<file path="config.mk">
export PLATFORM = sky130hd
export DESIGN_NAME = program_loader_flat
export DESIGN_NICKNAME = d
export VERILOG_FILES = /design/src/rtl/program_loader_pkg.sv /design/src/rtl/program_loader_if.sv /design/src/rtl/program_loader.sv /design/src/flat_wrapper.sv
export SDC_FILE = /design/constraint.sdc
export NUM_CORES = 1
export LEC_CHECK = 0
export CAP_MARGIN = 30
export CORE_ASPECT_RATIO = 0.8
export CORE_UTILIZATION = 40
export CTS_CLUSTER_DIAMETER = 50
export DETAILED_ROUTE_END_ITERATION = 8
export PLACE_DENSITY = 0.69
export SYNTH_ARGS = -nofsm -noshare
export SYNTH_HDL_FRONTEND = slang
export SYNTH_SLANG_ARGS = --single-unit
export TNS_END_PERCENT = 50
</file>
<file path="constraint.sdc">
create_clock -name clk -period 5.62 [get_ports clk]
set_clock_uncertainty 0.2 [all_clocks]
set_input_delay 0.843 -clock clk [delete_from_list [all_inputs] [get_ports clk]]
set_output_delay 0.843 -clock clk [all_outputs]
set_load 0.01 [all_outputs]
</file>
<file path="src/rtl/program_loader_pkg.sv">
// Shared constants and state encoding for the boot-time program loader.
package program_loader_pkg;

  localparam int DEPTH   = 64;
  localparam int ADDR_W  = 6;
  localparam int INSTR_W = 16;
  localparam int MAX_LEN = DEPTH;

  typedef enum logic [2:0] {
    HDR,
    HI,
    LO,
    CHK,
    RUN,
    ERR
  } loader_state_t;

endpackage

</file>
<file path="src/rtl/program_loader_if.sv">
// Byte-stream valid/ready channel feeding the program loader.
interface program_loader_if;

  logic       in_valid;
  logic [7:0] in_data;
  logic       in_ready;

  modport master (output in_valid, output in_data, input in_ready);
  modport slave  (input in_valid, input in_data, output in_ready);

endinterface

</file>
<file path="src/rtl/program_loader.sv">
// Boot loader: length header, N two-byte instruction words, XOR checksum.
// Writes words into instruction memory and releases the CPU on a good load.
module program_loader
  import program_loader_pkg::*;
(
  input  logic                 clk,
  input  logic                 rst,
  program_loader_if.slave      in_bus,
  output logic                 imem_we,
  output logic [ADDR_W-1:0]    imem_addr,
  output logic [INSTR_W-1:0]   imem_wdata,
  output logic                 cpu_run,
  output logic                 load_error,
  output logic [ADDR_W:0]      words_loaded
);

  localparam logic [ADDR_W:0] WORD_ONE = 1;

  loader_state_t   state;
  loader_state_t   state_next;
  logic [ADDR_W:0] len;
  logic [7:0]      acc;
  logic [7:0]      hi_byte;
  logic            accept;
  logic            last_word;

  assign accept    = in_bus.in_valid && in_bus.in_ready;
  assign last_word = (words_loaded + WORD_ONE) == len;

  always_ff @(posedge clk) begin
    if (rst) state <= HDR;
    else     state <= state_next;
  end

  always_comb begin
    state_next = state;
    case (state)
      HDR: if (accept) begin
        if (in_bus.in_data == 8'd0 || in_bus.in_data > 8'(MAX_LEN)) state_next = ERR;
        else                                                        state_next = HI;
      end
      HI:  if (accept) state_next = LO;
      LO:  if (accept) state_next = last_word ? CHK : HI;
      CHK: if (accept) state_next = (in_bus.in_data == acc) ? RUN : ERR;
      RUN: state_next = RUN;
      ERR: state_next = ERR;
      default: state_next = HDR;
    endcase
  end

  // Status outputs are registered from the next state, so ready drops on the
  // same edge that enters RUN/ERR and no extra byte slips through.
  always_ff @(posedge clk) begin
    if (rst) begin
      in_bus.in_ready <= 1'b0;
      cpu_run         <= 1'b0;
      load_error      <= 1'b0;
      imem_we         <= 1'b0;
      imem_addr       <= '0;
      imem_wdata      <= '0;
      words_loaded    <= '0;
      len             <= '0;
      acc             <= '0;
      hi_byte         <= '0;
    end else begin
      in_bus.in_ready <= state_next inside {HDR, HI, LO, CHK};
      cpu_run         <= state_next == RUN;
      load_error      <= state_next == ERR;
      imem_we         <= 1'b0;
      if (accept) begin
        case (state)
          HDR: begin
            len <= in_bus.in_data[ADDR_W:0];
            acc <= '0;
          end
          HI: begin
            hi_byte <= in_bus.in_data;
            acc     <= acc ^ in_bus.in_data;
          end
          LO: begin
            acc          <= acc ^ in_bus.in_data;
            imem_we      <= 1'b1;
            imem_addr    <= words_loaded[ADDR_W-1:0];
            imem_wdata   <= {hi_byte, in_bus.in_data};
            words_loaded <= words_loaded + WORD_ONE;
          end
          default: ;
        endcase
      end
    end
  end

endmodule

</file>
<file path="src/flat_wrapper.sv">
// flat-port wrapper written by rule: the top's interface ports become plain ports
module program_loader_flat import program_loader_pkg::*;
  (clk, rst, imem_we, imem_addr, imem_wdata, cpu_run, load_error, words_loaded, in_bus_in_valid, in_bus_in_data, in_bus_in_ready);
  program_loader_if in_bus_i ();
  input  logic clk;
  input  logic rst;
  output logic imem_we;
  output logic [ADDR_W-1:0] imem_addr;
  output logic [INSTR_W-1:0] imem_wdata;
  output logic cpu_run;
  output logic load_error;
  output logic [ADDR_W:0] words_loaded;
  input wire logic [$bits(in_bus_i.in_valid)-1:0] in_bus_in_valid;
  input wire logic [$bits(in_bus_i.in_data)-1:0] in_bus_in_data;
  output wire logic [$bits(in_bus_i.in_ready)-1:0] in_bus_in_ready;
  assign in_bus_i.in_valid = in_bus_in_valid;
  assign in_bus_i.in_data = in_bus_in_data;
  assign in_bus_in_ready = in_bus_i.in_ready;
  program_loader u_core (.clk(clk), .rst(rst), .in_bus(in_bus_i), .imem_we(imem_we), .imem_addr(imem_addr), .imem_wdata(imem_wdata), .cpu_run(cpu_run), .load_error(load_error), .words_loaded(words_loaded));
endmodule
</file>
==> results.tsv <==
stage	metric	value	unit
pwr	netSwitchingPower	0.201	mW
pwr	total_power	0.883	mW
timing	rsz0062_at_grt	false	
hold_path	hp-class	register to register	
drt	first_iter_violations	128	
grt	grtUsageMet3	0.0671	
finish	diodes	0	
timing	setup_tns	0	ns
critical_path	cp_max_fo	7	
grt	grt_pass1_vias	1917	
timing	drv_slew	0	
finish	multiInputGateArea	1230	µm²
floorplanning	start_util	0.418	
grt	grt_pass1_wl	9380	µm
clocking	cts_inserted_buffers	9	
hold_path	hold_end	u_core.imem_addr[1]	
logic_synthesis	syn_avg_cell_area	8.25	µm²
logic_synthesis	yosysWarnings	0	
grt	grtUsageMet2	0.299	
critical_path	r2r_setup_slack	3.37	ns
logic_synthesis	synth_xor_area_frac	0.0741	
floorplanning	dieArea	6530	µm²
logic_synthesis	synth_top_area_share	0.476	
timing	fmax	0.350	GHz
drt	drc	0	
critical_path	arrival	2.93	ns
hold_path	holdPathStages	2	
grt	grt_most_used_layer	met2	
floorplanning	num_io_pins	44	
placement	numPortBuffers	43	
floorplanning	die_w	90.1	µm
timing	slew-limit-headroom	0.387	
critical_path	required	5.70	ns
pwr	power_density	279	nW/µm²
grt	globalRouteOverflowTotal	0	
placement	dp_cells	409	
grt	grt_use_met1	0.235	
timing	setup_viol	0	
critical_path	reg2reg_depth	6	
finish	finish.net_count	352	
pwr	p_comb_frac	0.076	
finish	regArea	1180	µm²
logic_synthesis	yosys.area.top_type	dfxtp_1	
logic_synthesis	synth-seq-cells	59	
drt	routed_wl	5570	µm
finish	most-common-layout-cells	nand2_1, dfxtp_1, a21oi_1, clkdlybuf4s50_1, nor2_1	
logic_synthesis	ys_top_cells_by_area	dfxtp_1, nand2_1, a21oi_1	
timing	tightest_slew	0.919	ns
clocking	cts.clk_slew.worst_paths	0.06	ns
placement	gp_congestion	0.753	
timing	finalCriticalPeriod	2.86	ns
placement	dpl.hpwl	3680	µm
clocking	cts-hold-fix-buffers	0	
clocking	cts_tree	yes	
run_status	status	finished clean	
drt	vias_per_cell	5.03	
critical_path	end_kind	register	
drt	dr_total_vias	2139	
hold_path	min-delay-start	u_core.imem_addr[1]	
finish	fillers	585	
clocking	htreeDepth	3	
logic_synthesis	synthMuxAreaShare	0.0363	
logic_synthesis	syn_area	2480	µm²
finish	fin_cells	425	
logic_synthesis	synthSimpleGateAreaFrac	0.235	
pwr	vdd_drop_max	0.000148	V
logic_synthesis	ys_types	37	
timing	hold_viol	0	
logic_synthesis	synth_top_family_by_area	simple AND/OR/NAND/NOR gates	
clocking	cts.sinks	59	
pwr	seqPwrFrac	0.493	
logic_synthesis	synth_compound_area_frac	0.144	
drt	drtAntennaViolNets	0	
finish	drive_gt1_frac	0.0581	
job	cap_violations	0	
floorplanning	core_area	5940	µm²
timing	timing.final.crit_share	0.508	
grt	grt_max_degree	58	
pwr	power.share.switching	0.228	
logic_synthesis	yosysSeqAreaShare	0.476	
floorplanning	rows	25	
critical_path	reg2reg_from	u_core.words_loaded[0]	
logic_synthesis	synth_cells	301	
logic_synthesis	synth_adder_area_share	0.00504	
pwr	total_leakage_power	1.06	nW
pwr	pwr-share-clk	0.431	
logic_synthesis	syn_nets	313	
floorplanning	die_h	72.5	µm
pwr	power.internal	0.682	mW
drt	detail_route.wl_per_cell	13.1	µm
clocking	clockBufferDepth	2	
clocking	postCtsSetupRepairBufs	0	
grt	antenna_found_initial	0	
critical_path	worstSetupPathType	primary input to register	
finish	final_common_cell	nand2_1	
critical_path	cp-startpoint	in_bus_in_data[0]	
clocking	ctsRootBufferMaster	clkbuf_8	
finish	syn2layout_area_growth	27.2	%
clocking	clock_latency	0.33	ns
drt	drtPass1Iterations	4	
grt	grt.total_usage	0.186	
clocking	cts_resized	0	
critical_path	cp-start-kind	primary input	
critical_path	worstReg2RegEnd	u_core.state[1]	
cells in the mapped netlist:
library cell	count
a2111oi_0	1
a21bo_2	1
a21o_1	2
a21oi_1	44
a21oi_2	1
a31o_1	1
a31oi_1	1
and2_1	1
and2b_1	1
and3_1	2
and3b_1	1
buf_2	1
buf_6	1
clkbuf_1	15
dfxtp_1	59
ha_1	1
inv_1	1
mux2i_1	9
nand2_1	61
nand2_2	1
nand2b_1	3
nand3_1	11
nand3b_1	9
nand4_1	1
nor2_1	27
nor3_1	1
nor3b_1	1
nor4_1	1
o21ai_0	13
o22ai_1	1
o31ai_1	1
or2_1	1
or3_1	2
or4_1	2
or4_4	1
xnor2_1	14
xor2_1	7
power by group through the flow:
stage	Clock [mW]	Sequential (mW)	Combinational (mW)
floorplan	0	0.443	0.0436
CTS	0.389	0.435	0.0660
global placement	0	0.444	0.0654
detailed placement	0	0.444	0.0658
finish	0.380	0.435	0.0675
global route	0.407	0.436	0.0755
metal layers:
layer | vias up | share of wire
li1 | 1093 | -
met1 | 989 | 0.48
met2 | 50 | 0.45
met3 | 7 | 0.053
met4 | 0 | 0.015
met5 | - | 0
worst max-delay path, stage by stage:
cell	delay, ns
clkdlybuf4s50_1	0.56
or4_4	0.59
or4_1	0.41
a21o_1	0.22
a21oi_2	0.16
and2_1	0.15
kinds of logic after synthesis:
group,after synthesis
compound gates,66
mux,9
buf+inv,18
simple gates,127
xor+xnor,21
fa+ha+maj,1
flops,59
flip-flops by register name, indices dropped and copies added, names as in the netlist:
signal and flops:
u_core.hi_byte 8, u_core.imem_addr 6, u_core.words_loaded 7, u_core.imem_wdata 16, u_core.cpu_run 1, u_core.acc 8
u_core.load_error 1, u_core.in_bus.in_ready 1, u_core.len 7, u_core.state 3, u_core.imem_we 1
how the worst max path moves through the flow:
stage / end / slack (ns) / depth (start not counted)
floorplan: u_core.cpu_run / 3.06 / 6
global placement: u_core.cpu_run / 2.50 / 6
detailed placement: u_core.cpu_run / 2.45 / 6
CTS: u_core.words_loaded[5] / 2.80 / 5
global route: u_core.words_loaded[5] / 2.69 / 5
finish: u_core.cpu_run / 2.76 / 6
final cells by class:
class | count | area share
clock inverter | 2 | 0.0111
clock buffer | 13 | 0.0503
inverter | 1 | 0.00119
tap | 81 | 0.0321
timing repair buffer | 45 | 0.143
sequential | 59 | 0.374
multi-input combinational | 224 | 0.388
metrics by stage:
stage,worst slack (ns),utilization,cell area (µm²),hold WS [ns]
after floorplan,3.06,-,2480,0.231
after global placement,2.50,0.496,2950,0.241
after detailed placement,2.45,0.496,2950,0.246
after CTS,2.80,0.528,3140,0.254
after global routing,2.69,0.532,3160,0.275
final,2.76,0.532,3160,0.252
(Power assumes the default switching activity.)
